**config.mk**
```make
export PLATFORM = sky130hd
export DESIGN_NAME = qspi_cmd_shifter
export DESIGN_NICKNAME = d
export VERILOG_FILES = /design/src/rtl/qspi_pkg.sv /design/src/rtl/qspi_lane_shifter.sv /design/src/rtl/qspi_cmd_shifter.sv
export SDC_FILE = /design/constraint.sdc
export NUM_CORES = 1
export LEC_CHECK = 0
export CAP_MARGIN = 15
export CELL_PAD_IN_SITES_DETAIL_PLACEMENT = 0
export CELL_PAD_IN_SITES_GLOBAL_PLACEMENT = 2
export CORE_ASPECT_RATIO = 1.1
export CORE_MARGIN = 2
export CORE_UTILIZATION = 30
export DETAILED_ROUTE_END_ITERATION = 7
export PLACE_DENSITY = 0.87
export RECOVER_POWER = 50
export SLEW_MARGIN = 20
export SYNTH_ARGS = -nofsm -noshare
export SYNTH_HDL_FRONTEND = slang
export SYNTH_SLANG_ARGS = --single-unit
```
**constraint.sdc**
```tcl
create_clock -name clk -period 2.6 [get_ports clk]
set_clock_uncertainty 0.05 [all_clocks]
set_input_delay 0.26 -clock clk [delete_from_list [all_inputs] [get_ports clk]]
set_output_delay 0.26 -clock clk [all_outputs]
set_load 0.05 [all_outputs]
```
**src/rtl/qspi_pkg.sv**
```systemverilog
// Shared constants and FSM state type for the QSPI command shifter.
package qspi_pkg;

  localparam logic [1:0] LANE_SINGLE = 2'b00;
  localparam logic [1:0] LANE_DUAL   = 2'b01;
  localparam logic [1:0] LANE_QUAD   = 2'b10;

  localparam int CMD_BITS = 8;

  typedef enum logic [2:0] {
    ST_IDLE,
    ST_CMD,
    ST_ADDR,
    ST_DUMMY,
    ST_DONE
  } state_e;

  // The unused lane encoding 2'b11 behaves as quad.
  function automatic logic [1:0] norm_lanes(input logic [1:0] lanes);
    return (lanes == 2'b11) ? LANE_QUAD : lanes;
  endfunction

endpackage

```
**src/rtl/qspi_lane_shifter.sv**
```systemverilog
// Loadable MSB-first shift register; the top nibble feeds the IO lanes and
// each shift consumes 1, 2 or 4 bits depending on the lane mode.
module qspi_lane_shifter
  import qspi_pkg::*;
#(
  parameter int W = 32
) (
  input  logic         clk,
  input  logic         rst_ni,
  input  logic         load,
  input  logic [W-1:0] data,
  input  logic         shift,
  input  logic [1:0]   lanes,
  output logic [3:0]   top
);

  logic [W-1:0] sr;

  always_ff @(posedge clk) begin
    if (!rst_ni) begin
      sr <= '0;
    end else if (load) begin
      sr <= data;
    end else if (shift) begin
      case (lanes)
        LANE_SINGLE: sr <= sr << 1;
        LANE_DUAL:   sr <= sr << 2;
        default:     sr <= sr << 4;
      endcase
    end
  end

  assign top = sr[W-1 -: 4];

endmodule

```
**src/rtl/qspi_cmd_shifter.sv**
```systemverilog
// QSPI command/address/dummy sequencer: SPI mode 0, two clk per bit-cycle,
// chip select held low across all phases of one transaction.
module qspi_cmd_shifter
  import qspi_pkg::*;
#(
  parameter int ADDR_W = 24
) (
  input  logic              clk,
  input  logic              rst_ni,
  input  logic              start_i,
  input  logic [7:0]        command_i,
  input  logic [ADDR_W-1:0] addr_i,
  input  logic              addr_en_i,
  input  logic [1:0]        addr_lanes_i,
  input  logic [3:0]        dummy_i,
  output logic              ready_o,
  output logic              done_o,
  output logic              error_o,
  output logic              cs_no,
  output logic              sck_o,
  output logic [3:0]        io_o,
  output logic [3:0]        io_oe_o,
  output logic [2:0]        dbg_state
);

  localparam int CNT_MAX = (ADDR_W > 15) ? ADDR_W : 15;
  localparam int CNT_W   = $clog2(CNT_MAX + 1);
  localparam int SR_W    = CMD_BITS + ADDR_W;

  state_e           state_q, state_d;
  logic             phase_q;
  logic [CNT_W-1:0] cnt_q, cnt_last;
  logic             addr_en_q;
  logic [1:0]       lanes_q;
  logic [3:0]       dummy_q;
  logic             error_q;
  logic             active, accept, bit_end, shift;
  logic [1:0]       shift_lanes;
  logic [3:0]       sr_top;

  assign active    = (state_q == ST_CMD) || (state_q == ST_ADDR) || (state_q == ST_DUMMY);
  assign accept    = start_i && (state_q == ST_IDLE) && (command_i != 8'h00);
  assign dbg_state = state_q;

  // Index of the final bit-cycle in the current phase.
  always_comb begin
    cnt_last = '0;
    case (state_q)
      ST_CMD:   cnt_last = CNT_W'(CMD_BITS - 1);
      ST_ADDR: begin
        case (lanes_q)
          LANE_SINGLE: cnt_last = CNT_W'(ADDR_W - 1);
          LANE_DUAL:   cnt_last = CNT_W'(ADDR_W / 2 - 1);
          default:     cnt_last = CNT_W'(ADDR_W / 4 - 1);
        endcase
      end
      ST_DUMMY: cnt_last = CNT_W'(dummy_q) - CNT_W'(1);
      default:  cnt_last = '0;
    endcase
  end

  assign bit_end = active && phase_q && (cnt_q == cnt_last);

  always_ff @(posedge clk) begin
    if (!rst_ni) state_q <= ST_IDLE;
    else         state_q <= state_d;
  end

  always_comb begin
    state_d = state_q;
    case (state_q)
      ST_IDLE:  if (accept) state_d = ST_CMD;
      ST_CMD: begin
        if (bit_end) begin
          if (addr_en_q)             state_d = ST_ADDR;
          else if (dummy_q != 4'd0)  state_d = ST_DUMMY;
          else                       state_d = ST_DONE;
        end
      end
      ST_ADDR:  if (bit_end) state_d = (dummy_q != 4'd0) ? ST_DUMMY : ST_DONE;
      ST_DUMMY: if (bit_end) state_d = ST_DONE;
      ST_DONE:  state_d = ST_IDLE;
      default:  state_d = ST_IDLE;
    endcase
  end

  always_ff @(posedge clk) begin
    if (!rst_ni) begin
      phase_q   <= 1'b0;
      cnt_q     <= '0;
      addr_en_q <= 1'b0;
      lanes_q   <= LANE_SINGLE;
      dummy_q   <= 4'd0;
      error_q   <= 1'b0;
    end else begin
      error_q <= start_i && (state_q == ST_IDLE) && (command_i == 8'h00);
      if (accept) begin
        addr_en_q <= addr_en_i;
        lanes_q   <= norm_lanes(addr_lanes_i);
        dummy_q   <= dummy_i;
      end
      if (!active) begin
        phase_q <= 1'b0;
        cnt_q   <= '0;
      end else begin
        phase_q <= ~phase_q;
        if (phase_q) cnt_q <= bit_end ? '0 : cnt_q + 1'b1;
      end
    end
  end

  // Advance the data only after the sck high phase so io_o is stable across it.
  assign shift       = phase_q && ((state_q == ST_CMD) || (state_q == ST_ADDR));
  assign shift_lanes = (state_q == ST_CMD) ? LANE_SINGLE : lanes_q;

  qspi_lane_shifter #(.W(SR_W)) u_shifter (
    .clk    (clk),
    .rst_ni (rst_ni),
    .load   (accept),
    .data   ({command_i, addr_i}),
    .shift  (shift),
    .lanes  (shift_lanes),
    .top    (sr_top)
  );

  always_comb begin
    cs_no   = 1'b1;
    sck_o   = 1'b0;
    io_o    = 4'h0;
    io_oe_o = 4'h0;
    done_o  = 1'b0;
    ready_o = (state_q == ST_IDLE);
    error_o = error_q;
    case (state_q)
      ST_CMD: begin
        cs_no   = 1'b0;
        sck_o   = phase_q;
        io_o    = {3'b000, sr_top[3]};
        io_oe_o = 4'b0001;
      end
      ST_ADDR: begin
        cs_no = 1'b0;
        sck_o = phase_q;
        case (lanes_q)
          LANE_SINGLE: begin io_o = {3'b000, sr_top[3]};   io_oe_o = 4'b0001; end
          LANE_DUAL:   begin io_o = {2'b00, sr_top[3:2]};  io_oe_o = 4'b0011; end
          default:     begin io_o = sr_top;                io_oe_o = 4'b1111; end
        endcase
      end
      ST_DUMMY: begin
        cs_no = 1'b0;
        sck_o = phase_q;
      end
      ST_DONE: done_o = 1'b1;
      default: ;
    endcase
  end

endmodule
```
Word-level counts from Yosys, hierarchy flattened
Cells that the tools add are included.
{"block": "classes", "n_addsub": 2, "n_eq_ne": 12, "mux": 22, "bitwise_logic": 1, "n_reduce_logical": 18}
{"operator": "$mux W32", "n": 2}
{"operator": "$pmux W32 S2", "n": 1}
{"operator": "$pmux W4 S2", "n": 4}
{"operator": "$mux W3", "n": 6}
{"operator": "$pmux W5 S3", "n": 1}
{"operator": "$pmux W3 S4", "n": 1}
{"operator": "$pmux W5 S2", "n": 1}
{"operator": "$logic_not A8 Y1", "n": 1}
{"operator": "$reduce_bool A8 Y1", "n": 1}
{"operator": "$eq A3 B2 Y1 const B", "n": 2}
{"operator": "$logic_and A1 B1 Y1", "n": 6}
{"operator": "$ne A2 B2 Y1 const B", "n": 3}
{"operator": "$add A5 B1 Y5 const B", "n": 1}
{"operator": "$eq A5 B5 Y1", "n": 1}
{"operator": "$mux W5", "n": 1}
{"operator": "$sub A4 B1 Y5 const B", "n": 1}
{"operator": "$eq A2 B1 Y1 const B", "n": 2}
{"operator": "$logic_not A2 Y1", "n": 2}
{"operator": "$mux W2", "n": 2}
{"operator": "$reduce_and A4 Y1", "n": 1}
{"operator": "$reduce_bool A4 Y1", "n": 1}
{"operator": "$eq A3 B1 Y1 const B", "n": 1}
{"operator": "$eq A3 B3 Y1 const B", "n": 1}
{"operator": "$logic_not A3 Y1", "n": 1}
{"operator": "8 further kinds", "n": 11}
{"block": "totals", "register_bits": 49, "word_cells": 63}

Longest topological paths before layout
{"block": "depth", "depth_word": 7, "ltp_mapped": 9, "ltp_nobuf": 8}

Hierarchy
Synthesis repeated with hierarchy kept, for this count alone.
{"block": "hier_totals", "cells_unflattened": 356, "area_unflattened_um2": 3185.6}
{"module": "qspi_lane_shifter", "instances": 1, "cells_per_inst": 219, "area_each_um2": 2044.5, "seq_area_each_um2": 640.6}
{"module": "qspi_cmd_shifter", "instances": 1, "cells_per_inst": 137, "area_each_um2": 1141.1, "seq_area_each_um2": 340.3}

Worst setup path before layout
OpenSTA, ideal clock, no wires.
{"block": "synth_timing", "path_type": "reg2reg", "startpoint": "register state_q[0] (netlist: dbg_state[0])", "endpoint": "register u_shifter.sr[13]", "setup_time_ps": 115, "t_arrival_ps": 2967, "t_required_ps": 2435, "setup_slack_ps": -533, "path_stages_with_launch": 10, "path_buffers": 3, "synth_period_minus_slack_ps": 3133, "path_cell_list": "dfxtp_1 > nor3_1 > and2_1 > clkbuf_1 > and2_1 > buf_2 > buf_1 > a211oi_1 > a21oi_1 > nor2b_1"}
{"block": "synth_between", "elab_cells_between_ends": 14, "cone_classes": "eq/ne: 3; mux: 4; reduce/logical: 7"}
{"element": "start: declaration", "line": "qspi_cmd_shifter.sv:30", "text": "state_e state_q, state_d;"}
{"element": "start signal: assignment", "line": "qspi_cmd_shifter.sv:66", "text": "else state_q <= state_d;"}
{"element": "$logic_not A3 Y1 *"}
{"element": "named net ready_o", "line": "qspi_cmd_shifter.sv:16", "text": "output logic ready_o,"}
{"element": "$logic_and A1 B1 Y1 * (2 in series)", "line": "qspi_cmd_shifter.sv:42", "text": "assign accept = start_i && (state_q == ST_IDLE) && (command_i != 8'h00);"}
{"element": "$mux W32 or $reduce_bool A2 Y1 (tied branches)"}
{"element": "end signal: assignment", "line": "qspi_lane_shifter.sv:23", "text": "sr <= data;"}
{"element": "end signal: assignment", "line": "qspi_lane_shifter.sv:26", "text": "LANE_SINGLE: sr <= sr << 1;"}
{"element": "end signal: assignment", "line": "qspi_lane_shifter.sv:27", "text": "LANE_DUAL: sr <= sr << 2;"}
{"element": "end: declaration", "line": "qspi_lane_shifter.sv:17", "text": "logic [W-1:0] sr;"}
The timed path passes the listed nets; every way through them passes the cells marked *. The select of a mux whose other input is x is not followed.
A chain may end at the register's enable or synchronous reset.

Final worst setup path
{"block": "layout_timing", "startpoint": "register state_q[0] (netlist: dbg_state[0])", "endpoint": "output port io_o[2]"}
{"block": "layout_between", "elab_chain_cells": 2, "elab_cells_between_ends": 3, "cone_classes": "eq/ne: 2; mux: 1"}
{"element": "$eq A3 B2 Y1 or $eq A3 B1 Y1 (tied branches)", "line": "qspi_cmd_shifter.sv:134", "text": "case (state_q)"}
{"element": "$pmux W4 S2 *", "line": "qspi_cmd_shifter.sv:134"}
{"element": "end: declaration", "line": "qspi_cmd_shifter.sv:21", "text": "output logic [3:0] io_o,"}
Mark *: on every way between the ends. The rest lies on a longest branch, timed or not.

==> impl_metrics.toml <==
[synth]
synth_top_area_share_pct = 34.0
yosys_most_used_dff = "dfxtp_1"
syn_nets = 400
avgSynthCellArea_um2 = 8.10
synth_edf_count = 0
synth_top_cell_by_area = "dfxtp_1"
synthArstFlopShare_pct = 0
synth-seq-cells = 49
ys.warnings.count = 0
synth_seq_area_share_pct = 34.0
syn_inst = 356
synth_cell_type_count = 49
synthTopCellsByArea = "dfxtp_1, a222oi_1, nor2b_1, nor2_1, a211oi_1"
netlist_area_um2 = 2880

[clock_tree]
cts_root_buf = "clkbuf_8"
cts-htree-levels = 2
worstSkewPairLatency_ns = 0.30
cts_buffers = 5
clkSinkCount = 49
cts_buffer_depth = 2
cts_tree = "yes"
cts-hold-fix-buffers = 0
clk_pin_slew_ns = 0.10
post_cts_buffers = 0

[timing]
max_slew_margin_pct = 57.1
setup_viol = 0
fmax_ghz = 0.407
tightest_slew_ns = 0.637
maxSlewViolCount = 0
final-hold-violation-count = 0
period_needed_ns = 2.46
finalCritPeriodShare_pct = 94.6
rsz0062_at_grt = "false"
layout_setup_ws_ns = 0.141

[drt]
routed_via_density = 5.56
wl_per_cell_um = 14.8
vias = 2880
drc = 0
dr.pass1.iters = 7
routed_wl_um = 7670
drtIter0Drc = 229
antenna_left = 0

[power_and_ir_drop]
clockPowerShare_pct = 25.2
peakVddDrop_uv = 258
p_comb_share_pct = 34.3
switching_power_w = 0.000803
power.density_cell_area_nw_per_um2 = 619
p_int_w = 0.00149
p_seq_share_pct = 40.5
swShare_pct = 35.1
p_total_w = 0.00229
p_leak_nw = 1.22

[worst_hold_path]
hold_start = "addr_en_q"
hp-class = "flop to flop"

[placement]
place.gp.congestion = 0.800
port_buffers = 57
pre_cts_slack_ns = 0.276
dp_hpwl_um = 5340
dp.cells = 510

[global_routing]
antenna_found_initial = 0
grt_max_degree = 52
grt_overflow = 0
grt_pass1_vias = 2603
grt_pass1_wl_um = 12900
grt.total_usage_pct = 14.8

[floorplan]
start_util_pct = 30.8
die_area_um2 = 10400
die_width_um = 97.5
coreArea_um2 = 9350
rows = 37
io_pins = 58
die_h_um = 107

[finish]
fillers = 975
antenna_cells = 0
multiInputGateArea_um2 = 1740
drive_above_1_share_pct = 7.73
register_area_um2 = 981
final_cells = 518
nNetsFinal = 444
syn_to_final_growth_pct = 28.3

[worst_setup_path]
end_kind = "primary output"
critPathLaunch = "dbg_state[0]"
crit_type = "flop to primary output"
startpoint_type = "flop"
cp_max_fo = 8
cp.required_ns = 2.29
worstPathArrival_ns = 2.15
r2r-start = "dummy_q[0]"

[run_status]
outcome = "finished clean"

[flow_run]
maxCapViolCount = 0
[power by group through the flow]
stage | registers (W) | logic (W) | clock network (W)
after floorplan | 0.000928 | 0.000548 | 0
after global placement | 0.000944 | 0.000794 | 0
after CTS | 0.000928 | 0.000802 | 0.000590
after detailed placement | 0.000945 | 0.000800 | 0
final | 0.000928 | 0.000786 | 0.000577
after global routing | 0.000943 | 0.000876 | 0.000617
[critical path: stages (launching register included)]
cell,delay (ns)
dfxtp_1,0.42
buf_4,0.19
nor2_1,0.13
and2_1,0.16
and3_1,0.15
clkdlybuf4s50_1,0.79
[cells in the final DEF (no fill, tap or decap), types with 5 or more instances in the layout]
cell type | synthesis | final
dfxtp_1 | 49 | 49
clkdlybuf4s50_1 | 0 | 49
nor2_1 | 40 | 40
nor2b_1 | 35 | 35
nand2_1 | 27 | 27
a222oi_1 | 27 | 27
a21oi_1 | 23 | 23
a211oi_1 | 18 | 18
buf_4 | 2 | 13
a221oi_1 | 10 | 10
a21boi_0 | 9 | 9
nor3_1 | 8 | 8
a22oi_1 | 6 | 6
clkbuf_8 | 0 | 6
xnor2_1 | 5 | 5
xor2_1 | 5 | 5
[through the flow]
| step | cell area (um^2) | hold WS (ns) | setup TNS [ns] | util, % |
|---|---|---|---|---|
| 4_1_cts | 3720 | 0.445 | 0 | 39.8 |
| 3_5_place_dp | 3600 | 0.433 | 0 | 38.5 |
| 6_report | 3700 | 0.437 | 0 | 39.6 |
| 5_1_grt | 3700 | 0.462 | 0 | 39.6 |
| 2_1_floorplan | 2890 | 0.355 | -0.719 | - |
| 3_3_place_gp | 3600 | 0.422 | 0 | 38.5 |
[cells in the mapped netlist (8+ instances only)]
master / instances
nor2_1: 40
a211oi_1: 18
a222oi_1: 27
nor3_1: 8
nand2_1: 27
dfxtp_1: 49
a21boi_0: 9
a221oi_1: 10
nor2b_1: 35
buf_2: 8
clkbuf_1: 20
a21oi_1: 23
[path summary, 6_finish.rpt]
kind	slack, ns	depth (start not counted)	endpoint
setup / recovery	0.14	5	io_o[2]
hold / removal	0.44	2	addr_en_q
setup reg to reg	0.24	8	dbg_state[1]
hold reg to reg	0.44	2	addr_en_q
[repair_timing]
action,in CTS,in global routing
hold endpoints to repair,0,0
setup endpoints to repair,0,1
resized for setup,0,1
[state kept, by name, indices dropped and copies added (netlist names)]
name / flops
u_shifter.sr: 32
cnt_q: 5
dummy_q: 4
dbg_state: 3
lanes_q: 2
addr_en_q: 1
error_o: 1
phase_q: 1
[logic make-up after synthesis]
group | count (synthesis) | share of synthesized area, %
DFF | 49 | 34.0
xor gates and xnor gates | 10 | 3.04
and+or+nand+nor | 140 | 24.8
muxes | 1 | 0.347
buffers and inverters | 39 | 5.95
AOI/OAI and AO/OA | 115 | 30.9
adders and majority gates | 2 | 0.868
[routing by layer]
layer | GRT usage, % | routed length, um | part of all wire, % | vias to the layer above
met2 | 23.5 | 3520 | 46 | 117
met1 | 21.0 | 3600 | 47 | 1329
met4 | 3.27 | 57 | 0.74 | 0
li1 | - | - | - | 1428
met5 | 0 | 0 | 0 | -
met3 | 2.48 | 497 | 6.5 | 6
[layout make-up]
| class | instances | share of cell area (%) |
|---|---|---|
| multi-input combinational | 268 | 47.0 |
| sequential | 49 | 26.5 |
| timing repair buffer | 72 | 19.0 |
| tap | 117 | 3.96 |
| clock buffer | 7 | 2.33 |
| clock inverter | 1 | 0.812 |
| inverter | 4 | 0.406 |
Note: power is estimated with default switching activity, not from simulation.
==> RTL edit (same settings) <==
Make the reset (`rst_ni`) asynchronous in 3 clocked blocks.
--- a/src/rtl/qspi_lane_shifter.sv
+++ b/src/rtl/qspi_lane_shifter.sv
@@ -16,7 +16,7 @@
 
   logic [W-1:0] sr;
 
-  always_ff @(posedge clk) begin
+  always_ff @(posedge clk or negedge rst_ni) begin
     if (!rst_ni) begin
       sr <= '0;
     end else if (load) begin
--- a/src/rtl/qspi_cmd_shifter.sv
+++ b/src/rtl/qspi_cmd_shifter.sv
@@ -61,7 +61,7 @@
 
   assign bit_end = active && phase_q && (cnt_q == cnt_last);
 
-  always_ff @(posedge clk) begin
+  always_ff @(posedge clk or negedge rst_ni) begin
     if (!rst_ni) state_q <= ST_IDLE;
     else         state_q <= state_d;
   end
@@ -84,7 +84,7 @@
     endcase
   end
 
-  always_ff @(posedge clk) begin
+  always_ff @(posedge clk or negedge rst_ni) begin
     if (!rst_ni) begin
       phase_q   <= 1'b0;
       cnt_q     <= '0;
Formal check against the unedited RTL: differs if rst_ni is asserted again (counterexample within 4 cycles, from zero or initial values and one cycle with rst_ni low); with rst_ni held inactive, the same outputs for 10 cycles.
==> RTL edit against the original RTL <==
Worst setup slack gained 0.027 ns; synthesized area rose by 2.0%; critical endpoint is now ready_o; critical path type unchanged; sequential cell count stayed put; count of clock-buffer cells in the layout is the same; design area grew 1.4%; critical path depth fell by 2; wire length is 3.0% higher.
Power is not compared: it rests on default switching activity, and its combinational part moved more than twofold at a synthesized area within 25%.
==> RTL edit: results (changes against the original RTL) <==
- NonClk Buf Share: 0.180 (-0.00933)
- Tot GR Track Use: 0.151 (+0.00361)
- Hold Path Origin: dummy_i[0]
- Cell count of the worst reg-to-reg path: 7 (-1)
- Sequential-to-total area share from yosys stat: 0.417 (+0.0769)
- Placed Cells: 468 (-8.2%)
- Status: finished clean
- Fmax: 411 MHz (+1.1%)
- Top routing layer in use: met4
- Met2 GRT Util: 0.253 (+0.0182)
- CP endpoint: ready_o
- Worst Hold Class: in2reg
- Mean Syn Cell Area: 9.54 um^2 (+18%)
- Layout cells sized above 1: 0.108 (+0.0310)
- Hold EP: dummy_q[0]
- Crit Reg-Reg Endpoint: dbg_state[1]
- Ranking of synthesized cells by area: dfrtp_1 (42%), a222oi_1 (9.5%), a211oi_1 (5.4%)
- Vias in the first global route: 2,585 (-0.69%)
- Vias per Instance: 5.66 (+1.8%)
- Inverters: 6 (+2)
- RD Place Congestion: 0.780 (-2.4%)
- FFs w/ async S/R, synth: 1.00 (+1.00)
- Psw: approximately 2.3 mW
- Met1 Use GR: 0.207 (-0.00268)
- Pre-CTS setup slack: 0.244 ns (-0.0314 ns)
- Syn nets: 352 (-12%)
- WL per Instance: 16.6 um (+12%)
- Setup crit start: dbg_state[0]
- Worst R2R Setup Slack: 0.22 ns (-0.02 ns)
- Fill cells: 969 (-0.62%)
- Clock tree buffer depth: 2 (unchanged)
- First-pass GRT wire length: 13,300 um (+2.7%)
- CTS Hold Buffers Added: 1 (+1)
- Crit path largest cell delay: 0.85 ns (+0.06 ns)
- Met1 Wirelength: 3590 um (about the same)
- Wire length on met2: 3780 um (+7.3%)
- Hold path depth: 3 (+1)
- Vias: 2,699 (-6.3%)
- Footprint of the multi-input gates: 1560 um^2 (-10%)
- Post-synthesis cell type count: 51 (+4.1%)
- Nets: 403 (-9.2%)
- Number of gates resized after CTS: 1 (+1)
- Initial DRC count: 258 (+13%)
- Post-DP HPWL: 5520 um (+3.3%)
- Met3 wire length: 489 um (-1.6%)
## RTL edit: changes by cell type after synthesis, sizes merged, moves of 8 or more
cell / before / now
a21boi: 9 / 1
a221oi: 10 / 0
nor2b: 35 / 4
nand2: 28 / 14
dfxtp: 49 / 0
dfrtp: 0 / 49
clkbuf: 20 / 11
a21oi: 23 / 7
o21ai: 5 / 18
a21o: 0 / 20
## RTL edit: worst register-to-register path, cell delays in order, from the launching register on
cell      delay, ns
dfrtp_1        0.47
clkbuf_1       0.24
or3_1          0.35
a21oi_1        0.18
xnor2_1        0.17
nand4_2        0.24
o31a_1         0.37
o21a_1         0.19
## RTL edit: logic make-up (layout without fill, tap and decap cells)
group | after synthesis | after routing | synth area share
XOR/XNOR | 8 | 8 | 0.0238
buffers and inverters | 34 | 86 | 0.0566
flip-flops | 49 | 49 | 0.417
AND/OR/NAND/NOR | 86 | 86 | 0.146
adder cells (fa/ha/maj) | 2 | 2 | 0.00851
multiplexers | 5 | 5 | 0.0187
AO/OA/AOI/OAI | 124 | 124 | 0.330
